### config.mk
export PLATFORM = sky130hd
export DESIGN_NAME = mood_level_integrator
export DESIGN_NICKNAME = d
export VERILOG_FILES = /design/src/rtl/mood_level_integrator.sv
export SDC_FILE = /design/constraint.sdc
export NUM_CORES = 1
export LEC_CHECK = 0
export BUFFER_PORTS_ARGS = -buffer_cell sky130_fd_sc_hd__buf_2
export CAP_MARGIN = 25
export CORE_MARGIN = 2
export CORE_UTILIZATION = 58
export DETAILED_ROUTE_END_ITERATION = 6
export HOLD_SLACK_MARGIN = 0.1
export PLACE_DENSITY = 0.78
export SYNTH_ARGS = -nofsm -noshare
export SYNTH_HDL_FRONTEND = slang
export SYNTH_SLANG_ARGS = --single-unit
### constraint.sdc
create_clock -name clk -period 3 [get_ports clk]
set_clock_uncertainty 0.15 [all_clocks]
set_input_delay 0.3 -clock clk [delete_from_list [all_inputs] [get_ports clk]]
set_output_delay 0.3 -clock clk [all_outputs]
set_load 0.01 [all_outputs]
### src/rtl/mood_level_integrator.sv
// Mood level integrator: saturating up/down accumulator of stimulus pulses
// with a prescaled decay that pulls the level back toward midscale.
module mood_level_integrator #(
  parameter int unsigned N         = 7,
  parameter int unsigned INC_STEP  = 4,
  parameter int unsigned DEC_STEP  = 1,
  parameter int unsigned DECAY_DIV = 16
) (
  input  logic         clk,
  input  logic         rst_n,
  input  logic         ena,
  input  logic         stim_up,
  input  logic         stim_down,
  output logic [N-1:0] level,
  output logic         at_max,
  output logic         at_min,
  output logic         decay_tick
);

  localparam int unsigned PW = (DECAY_DIV > 1) ? $clog2(DECAY_DIV) : 1;
  localparam logic [N:0]    MID_W    = (N+1)'(2**(N-1));
  localparam logic [N:0]    MAX_W    = (N+1)'(2**N - 1);
  localparam logic [N:0]    INC_W    = (N+1)'(INC_STEP);
  localparam logic [N:0]    DEC_W    = (N+1)'(DEC_STEP);
  localparam logic [PW-1:0] PRE_LAST = PW'(DECAY_DIV - 1);

  logic [PW-1:0] pre_q;
  logic [PW-1:0] pre_d;
  logic [N-1:0]  level_d;
  logic          decay_due_c;
  logic [N:0]    lvl_x;
  logic [N:0]    sum_x;
  logic [N:0]    diff_x;

  // Next-state: prescaler wrap, then stimulus/decay update in priority order (N+1-bit math, clamped).
  always_comb begin
    pre_d       = pre_q;
    level_d     = level;
    decay_due_c = 1'b0;
    lvl_x       = {1'b0, level};
    sum_x       = '0;
    diff_x      = '0;
    if (ena) begin
      decay_due_c = (pre_q == PRE_LAST);
      pre_d       = decay_due_c ? '0 : pre_q + PW'(1);
      if (stim_up && stim_down) begin
        level_d = level;
      end else if (stim_up) begin
        sum_x   = lvl_x + INC_W;
        level_d = (sum_x > MAX_W) ? MAX_W[N-1:0] : sum_x[N-1:0];
      end else if (stim_down) begin
        level_d = (lvl_x < INC_W) ? '0 : N'(lvl_x - INC_W);
      end else if (decay_due_c) begin
        if (lvl_x > MID_W) begin
          diff_x  = lvl_x - MID_W;
          level_d = (diff_x > DEC_W) ? N'(lvl_x - DEC_W) : MID_W[N-1:0];
        end else if (lvl_x < MID_W) begin
          diff_x  = MID_W - lvl_x;
          level_d = (diff_x > DEC_W) ? N'(lvl_x + DEC_W) : MID_W[N-1:0];
        end
      end
    end
  end

  // State and registered flags; everything holds while ena is low.
  always_ff @(posedge clk or negedge rst_n) begin
    if (!rst_n) begin
      level      <= MID_W[N-1:0];
      pre_q      <= '0;
      decay_tick <= 1'b0;
      at_max     <= 1'b0;
      at_min     <= 1'b0;
    end else if (ena) begin
      level      <= level_d;
      pre_q      <= pre_d;
      decay_tick <= decay_due_c;
      at_max     <= (level_d == MAX_W[N-1:0]);
      at_min     <= (level_d == '0);
    end
  end

endmodule
# [Word level (Yosys, flattened, before mapping)]
# Cells that the tools add are included.
[word_totals] out_inout_bits=10 inputBits=5 register_bits=14 word_cells=34
[classes] magnitude_cmp=6 n_addsub=7 eq_ne=2 n_reduce_logical=2 mux=12
[ops] operator="two-way mux 7 bit" count=11
[ops] operator="> comparator 8 x 1 -> 1 bit (second input constant)" count=2
[ops] operator="adder 7 x 3 -> 8 bit (second input constant)" count=1
[ops] operator="> comparator 8 x 7 -> 1 bit (second input constant)" count=1
[ops] operator="subtractor 7 x 7 -> 8 bit (first input constant)" count=1
[ops] operator="subtractor 7 x 7 -> 8 bit (second input constant)" count=1
[ops] operator="adder 7 x 1 -> 7 bit (second input constant)" count=1
[ops] operator="== test 7 bit (second input constant)" count=1
[ops] operator="> comparator 7 bit (second input constant)" count=1
[ops] operator="zero test 7 bit" count=1
[ops] operator="< comparator 7 x 3 -> 1 bit (second input constant)" count=1
[ops] operator="< comparator 7 bit (second input constant)" count=1
[ops] operator="subtractor 7 x 1 -> 7 bit (second input constant)" count=1
[ops] operator="subtractor 7 x 3 -> 7 bit (second input constant)" count=1
[ops] operator="adder 4 x 1 -> 4 bit (second input constant)" count=1
[ops] operator="== test 4 bit (second input constant)" count=1
[ops] operator="two-way mux 4 bit" count=1
[ops] operator="logical AND 1 bit" count=1

# [Logic depth before layout (Yosys ltp)]
# Gate-level depths: netlist (run 1).
[logic_depth] depth_word=11 mapped_depth=11 depth_no_buf=9

# [Least setup slack after synthesis (run 1)]
# No wires, ideal clock.
[synth_path] kind="register to register" startpoint="register level[0]" endpoint="register at_min" period_less_slack_ns=2.640 n_path_buf=2 setup_time_ns=0.120 path_stages_with_launch=12 arrival_time_ns=2.370 required_time_ns=2.730 slack_ns=0.360 cell_sequence="dfrtp_1 > buf_4 > inv_1 > ha_1 > buf_2 > nand2_1 > nor3_1 > o2111ai_4 > a2111oi_2 > o21a_1 > nor3b_1 > a41o_1"
[synth_via] elab_chain_len=11 elab_cells_between_ends=24 classes_between="add/sub (6); order compare (6); mux (11); reduce/logical (1)"
[synth_lines] item="start, declared" line="14" text="output logic [N-1:0] level,"
[synth_lines] item="start signal, assigned" line="68" text="level <= MID_W[N-1:0];"
[synth_lines] item="start signal, assigned" line="74" text="level <= level_d;"
[synth_lines] item="subtractor 7 x 7 -> 8 bit" line="58" text="diff_x = MID_W - lvl_x;"
[synth_lines] item="> comparator 8 x 1 -> 1 bit" line="59" text="level_d = (diff_x > DEC_W) ? N'(lvl_x + DEC_W) : MID_W[N-1:0];"
[synth_lines] item="two-way mux 7 bit" line="59"
[synth_lines] item="two-way mux 7 bit" line="57" text="end else if (lvl_x < MID_W) begin"
[synth_lines] item="two-way mux 7 bit" line="54" text="if (lvl_x > MID_W) begin"
[synth_lines] item="two-way mux 7 bit" line="53" text="end else if (decay_due_c) begin"
[synth_lines] item="two-way mux 7 bit" line="51" text="end else if (stim_down) begin"
[synth_lines] item="two-way mux 7 bit" line="48" text="end else if (stim_up) begin"
[synth_lines] item="two-way mux 7 bit" line="46" text="if (stim_up && stim_down) begin"
[synth_lines] item="two-way mux 7 bit (*)" line="43" text="if (ena) begin"
[synth_lines] item="zero test 7 bit (*)" line="78" text="at_min <= (level_d == '0);"
[synth_lines] item="end signal, assigned" line="78"
[synth_lines] item="end, declared" line="16" text="output logic at_min,"
# Every way passes the cells marked *; elsewhere a longest branch is shown, timed or not.
# A chain may end at the register's enable or synchronous reset.

# [Worst setup path after layout (run 1)]
[layout_path] startpoint="register level[2]" endpoint="register at_max"
[layout_via] elab_chain_len=11 elab_cells_between_ends=24 classes_between="add/sub (6); order compare (6); eq/ne (1); mux (11)"
[layout_lines] item="subtractor 7 x 7 -> 8 bit" line="58"
[layout_lines] item="> comparator 8 x 1 -> 1 bit" line="59"
[layout_lines] item="two-way mux 7 bit" line="59"
[layout_lines] item="two-way mux 7 bit" line="57"
[layout_lines] item="two-way mux 7 bit" line="54"
[layout_lines] item="two-way mux 7 bit" line="53"
[layout_lines] item="two-way mux 7 bit" line="51"
[layout_lines] item="two-way mux 7 bit" line="48"
[layout_lines] item="two-way mux 7 bit" line="46"
[layout_lines] item="two-way mux 7 bit (*)" line="43"
[layout_lines] item="== test 7 bit (*)" line="77" text="at_max <= (level_d == MAX_W[N-1:0]);"
[layout_lines] item="end signal, assigned" line="77"
[layout_lines] item="end, declared" line="15" text="output logic at_max,"
# Marks and branches as above.

==> results of run 1 <==
==> per-layer routing <==
layer,GRT usage [%],wire [um],share of wire (%),vias to the layer above
li1,-,-,-,814
met1,45.1,2070,41,817
met2,51.1,2300,45,123
met3,6.35,522,10,24
met4,16.3,214,4.2,0
met5,0,0,0,-
==> final cells by class <==
cell class | instances | area [sq um]
Multi-Input combinational cell | 169 | 1190
Fill cell | 248 | 913
Sequential cell | 14 | 352
Timing Repair Buffer | 28 | 178
Tap cell | 31 | 38.8
Clock buffer | 4 | 36.3
Inverter | 8 | 30.0
==> cell families after synthesis <==
family / after synthesis / synth area share, %
adder cells (fa/ha/maj): 9 / 6.81
AND/OR/NAND/NOR: 87 / 29.1
XOR/XNOR: 2 / 1.06
multiplexers: 6 / 3.93
AO/OA/AOI/OAI: 65 / 30.8
flip-flops: 14 / 21.3
buffers and inverters: 25 / 7.03
==> power breakdown <==
part / switching, mW / internal [mW] / total, mW
Combinational: 0.637 / 0.406 / 1.04
Sequential: 0.0984 / 0.263 / 0.361
Clock: 0.0725 / 0.0740 / 0.147
Total: 0.808 / 0.742 / 1.55
==> state kept, by name, indices dropped and copies added (netlist names) <==
name / flops
at_max: 1
level: 7
pre_q: 4
decay_tick: 1
at_min: 1
==> through the flow <==
step           utilization, %  worst slack [ns]  std cells  power [mW]  cell area (sq um)
6_report                 66.6             0.174        254        1.55               1820
5_1_grt                  66.6            0.0171        254        1.66               1820
4_1_cts                  66.6             0.241        254        1.53               1820
3_5_place_dp             64.9             0.277        249        1.38               1770
3_3_place_gp             64.9             0.336        249        1.36               1770
2_1_floorplan               -             0.360        208        1.07               1650
==> cells in the mapped netlist (all sizes together), types with 2 or more instances <==
cell type / number / area (sq um)
o31ai: 2 / 20.0
or3b: 2 / 17.5
nor4: 4 / 25.0
a41o: 2 / 20.0
mux2: 4 / 45.0
o221a: 2 / 31.3
o221ai: 2 / 17.5
inv: 8 / 30.0
mux2i: 2 / 20.0
a211oi: 5 / 37.5
or4: 2 / 15.0
nor2: 11 / 41.3
o22ai: 2 / 18.8
nor3b: 2 / 15.0
o2111ai: 3 / 43.8
ha: 9 / 113
xnor2: 2 / 17.5
nand3: 10 / 50.1
o41ai: 2 / 25.0
a31oi: 2 / 12.5
nand2: 22 / 82.6
o21a: 2 / 15.0
buf: 11 / 63.8
clkbuf: 6 / 22.5
o211ai: 2 / 15.0
or3: 6 / 37.5
nand4: 3 / 18.8
nor3: 7 / 40.0
nand2b: 6 / 37.5
a21oi: 15 / 82.6
nor2b: 6 / 37.5
dfrtp: 13 / 325
o21ai: 13 / 72.6
==> how the worst max path moves through the flow <==
| stage | startpoint | to | slack, ns | depth (start not counted) |
|---|---|---|---|---|
| floorplan | level[0]$_DFFE_PN0P_ | at_min$_DFFE_PN0P_ | 0.36 | 11 |
| global placement | pre_q[0]$_DFFE_PN0P_ | at_max$_DFFE_PN0P_ | 0.34 | 8 |
| detailed placement | level[3]$_DFFE_PN0P_ | at_max$_DFFE_PN0P_ | 0.28 | 10 |
| CTS | level[2]$_DFFE_PN0P_ | at_max$_DFFE_PN0P_ | 0.24 | 10 |
| global route | pre_q[0]$_DFFE_PN0P_ | at_max$_DFFE_PN0P_ | 0.02 | 8 |
| finish | level[2]$_DFFE_PN0P_ | at_max$_DFFE_PN0P_ | 0.17 | 10 |
==> results.cfg, run 1 <==
[timing]
max_slew_margin_pct = 62.0
fin_crit_sh_pct = 94.2
finalSetupViolations = 0
drv_slew = 0
tns_ns = 0
clock.fmax_ghz = 0.354
worstMarginPinSlew_ns = 0.569
rsz0062_at_grt = no
whs_ns = 0.278
finalHoldViolCount = 0
layout_min_cycle_time_ns = 2.83

[critical_path]
r2r_setup_slack_ns = 0.17
worst_r2r_path_depth = 10
cp_cell_sequence = inv_1 > ha_1 > nor3b_1 > a21oi_1 > buf_4 > a211oi_1 > o21ai_0 > a21oi_2 > nand3_1 > o41ai_2
critical-path-top-delay-family = compound AO/OA/AOI/OAI gates
slowest_delay_ns = 0.39
crit_fanout = 9
cp-end-kind = flip-flop
cp_data_arrival_time_ns = 2.86
r2r-end = at_max$_DFFE_PN0P_
crit_type = reg -> reg
crit_required_ns = 3.03
crit_buf_inv = 2
startpoint_type = flip-flop
timing.rr.start = level[2]$_DFFE_PN0P_
worst_path_max_delay_cell = dfrtp_1

[clocking]
cts_buffers = 3
clk_latency_ns = 0.30
cts-resized-gates = 0
cts_hold_buffers = 1
cts_root_buffer = clkbuf_4
cts_tree = yes
cts-htree-levels = 1
clk_path_buf_depth = 2
cts.sinks = 14
cts_setup_buffers = 0
clk_pin_slew_worst_paths_ns = 0.10

[placement]
port_buffers = 14
hpwl_um = 3820
gp_congestion = 1.00

[floorplan]
coreArea_sq_um = 2730
fp.dieH_um = 57.4
initial_utilization_pct = 60.5
dieArea_sq_um = 3290
rows = 19
pin_count = 15
die_x_um = 57.4

[finish]
drive_gt1_share_pct = 23.3
final_cell_mix = nand2_1 (22), buf_2 (14), a21oi_1 (13), dfrtp_1 (13), buf_4 (13)
nets = 238
final_common_cell = nand2_1
antenna_cells = 0
areaGrowthSynthToFinish_pct = 10.1

[power_and_ir_drop]
power_leakage_nw = 0.747
peakVddDrop_mv = 0.791
power.density_nw_per_um2 = 852

[synthesis]
syn-cell-area_sq_um = 1650
ys_async_sr_fraction_pct = 100
synth_flop_cell = dfrtp_1
ys_seq_area_share_pct = 21.3
synthCells = 208
syn_nets = 222
yosys_warnings = 0
avgSynthCellArea_sq_um = 7.95
synth_edf_count = 0
synth_cell_type_count = 62
synth_seq_cells = 14

[drt]
drt_iter0_markers = 166
routed_wl_um = 5110
drc = 0
viasPerCell = 7.00
ant_nets = 0
drt_pass1_iterations = 5
wire_per_inst_um = 20.1
vias = 1778

[grt]
grt_antenna_before_repair = 0
grt_pass1_wl_um = 8360
grt_usage_pct = 33.4
grt_pass1_vias = 1694
gr-total-overflow = 0
grt_max_degree = 23

[outcome]
status = finished clean

[worst_hold_path]
hp-class = in -> async

[run]
drv_cap = 0
No activity file was read; power rests on OpenSTA's default activity.
==> run 2: changes to the inputs <==
--- a/config.mk
+++ b/config.mk
@@ -12,6 +12,7 @@
 export DETAILED_ROUTE_END_ITERATION = 6
 export HOLD_SLACK_MARGIN = 0.1
 export PLACE_DENSITY = 0.78
+export SETUP_SLACK_MARGIN = 0.2
 export SYNTH_ARGS = -nofsm -noshare
 export SYNTH_HDL_FRONTEND = slang
 export SYNTH_SLANG_ARGS = --single-unit
==> results.cfg, run 2 (synthesized netlist as in run 1, its figures left out) <==
[outcome]
status = finished clean

[finish]
fillers = 243
antenna_cells = 0
multiInputGateArea_sq_um = 1200
final_cell_mix = nand2_1 (22), buf_2 (14), buf_4 (14), a21oi_1 (13), dfrtp_1 (13)
largest-register = level
finish.instance_area_sq_um = 1850
top_regs = level (7), pre_q (4)
areaGrowthSynthToFinish_pct = 11.6
drive_gt1_share_pct = 25.0
final_common_cell = nand2_1
largest_reg_flops = 7
seq_area_sq_um = 352
finalNonFillerCells = 255
nets = 239

[clocking]
clk_pin_slew_worst_paths_ns = 0.10
cts.sinks = 14
cts-htree-levels = 1
cts_tree = yes
clk_path_buf_depth = 2
cts_buffers = 3
cts_root_buffer = clkbuf_4
clk_latency_ns = 0.30

[placement]
pre_cts_slack_ns = 0.277
hpwl_um = 3820
gp_congestion = 1.00
port_buffers = 14
place_inst = 249
placed_area_sq_um = 1770

[power_and_ir_drop]
power_leakage_nw = 0.748
power_frac_comb_pct = 67.3
p_sw_share_pct = 52.3
peakVddDrop_mv = 0.805
internal_power_mw = 0.754
power.density_nw_per_um2 = 857
clockPowerShare_pct = 9.3
seqPwrFrac_pct = 23.4
switching_power_mw = 0.827

[timing]
clock.fmax_ghz = 0.378
whs_ns = 0.278
max_slew_margin_pct = 61.5
layout_min_cycle_time_ns = 2.65
tns_ns = 0
finalSetupViolations = 0
fin_ws_ns = 0.354
fin_crit_sh_pct = 88.2
rsz0062_at_grt = no
drv_slew = 0
worstMarginPinSlew_ns = 0.576
finalHoldViolCount = 0

[critical_path]
crit_type = reg -> reg
startpoint_type = flip-flop
crit_required_ns = 3.04
r2r_setup_slack_ns = 0.35
crit_fanout = 9
timing.rr.start = level[2]$_DFFE_PN0P_
cp-end-kind = flip-flop
r2r-end = at_max$_DFFE_PN0P_
cp_data_arrival_time_ns = 2.69
worst_r2r_path_depth = 10
critPathLaunch = level[2]$_DFFE_PN0P_

[floorplan]
rows = 19
die_x_um = 57.4
dieArea_sq_um = 3290
coreArea_sq_um = 2730
fp.dieH_um = 57.4
initial_utilization_pct = 60.5
pin_count = 15

[grt]
grt_pass1_wl_um = 8360
grt_antenna_before_repair = 0
grt_max_degree = 23
grt_pass1_vias = 1694
gr-total-overflow = 0
grt_usage_pct = 33.4

[run]
drv_cap = 0

[drt]
wire_per_inst_um = 20.3
drt_pass1_iterations = 5
drc = 0
routed_wl_um = 5190
drt_iter0_markers = 110
ant_nets = 0
viasPerCell = 7.09
vias = 1807

[worst_hold_path]
hp-class = in -> async
-- run 2: cell types whose count changed in the layout (fill, tap and decap cells not counted), sizes merged --
cell / delta
buf: +1
-- run 2: routing by layer --
layer  GRT usage, %  part of all wire [%]  vias to the layer above
met1           45.1                    41                      848
met2           51.1                    45                      112
met5              0                     0                        -
met4           16.3                   4.3                        0
li1               -                     -                      819
met3           6.35                   9.5                       28
-- run 2: timing repair --
item | 4_1_cts | 5_1_grt
gates resized for setup | 0 | 4
hold buffers | 1 | 0
setup buffers | 0 | 1
setup endpoints to repair | 0 | 2
hold endpoints to repair | 14 | 0
-- run 2: critical path, cell delays in order (launching register included) --
cell and delay, ns:
dfrtp_1 0.39, inv_1 0.12, ha_2 0.29, nor3b_1 0.27
a21oi_1 0.18, buf_4 0.18, a211oi_1 0.15, o21ai_0 0.14
a21oi_2 0.25, nand3_1 0.13, o41ai_2 0.30
-- run 2: worst max path at each step --
stage	endpoint	slack, ns	depth (start not counted)
after floorplan	at_min$_DFFE_PN0P_	0.36	11
after global placement	at_max$_DFFE_PN0P_	0.34	8
after detailed placement	at_max$_DFFE_PN0P_	0.28	10
after CTS	at_max$_DFFE_PN0P_	0.24	10
after global routing	at_max$_DFFE_PN0P_	0.21	9
final	at_max$_DFFE_PN0P_	0.35	10
-- run 2: area by class of cell --
cell class / count / area share, %
tap: 31 / 2.10
inverter: 8 / 1.63
timing repair buffer: 29 / 10.0
sequential: 14 / 19.1
clock buffer: 4 / 1.97
multi-input combinational: 169 / 65.2
-- run 2: power groups by stage --
stage / Combinational [mW] / Clock [mW] / Sequential [mW]
global route: 1.15 / 0.160 / 0.381
global placement: 1.00 / 0 / 0.361
CTS: 1.02 / 0.148 / 0.359
finish: 1.06 / 0.147 / 0.370
floorplan: 0.717 / 0 / 0.356
detailed placement: 1.02 / 0 / 0.364
-- run 2: stage by stage --
step           power, mW  utilization [%]
6_report            1.58             67.5
5_1_grt             1.69             67.5
4_1_cts             1.53             66.6
3_5_place_dp        1.38             64.9
3_3_place_gp        1.36             64.9
2_1_floorplan       1.07                -
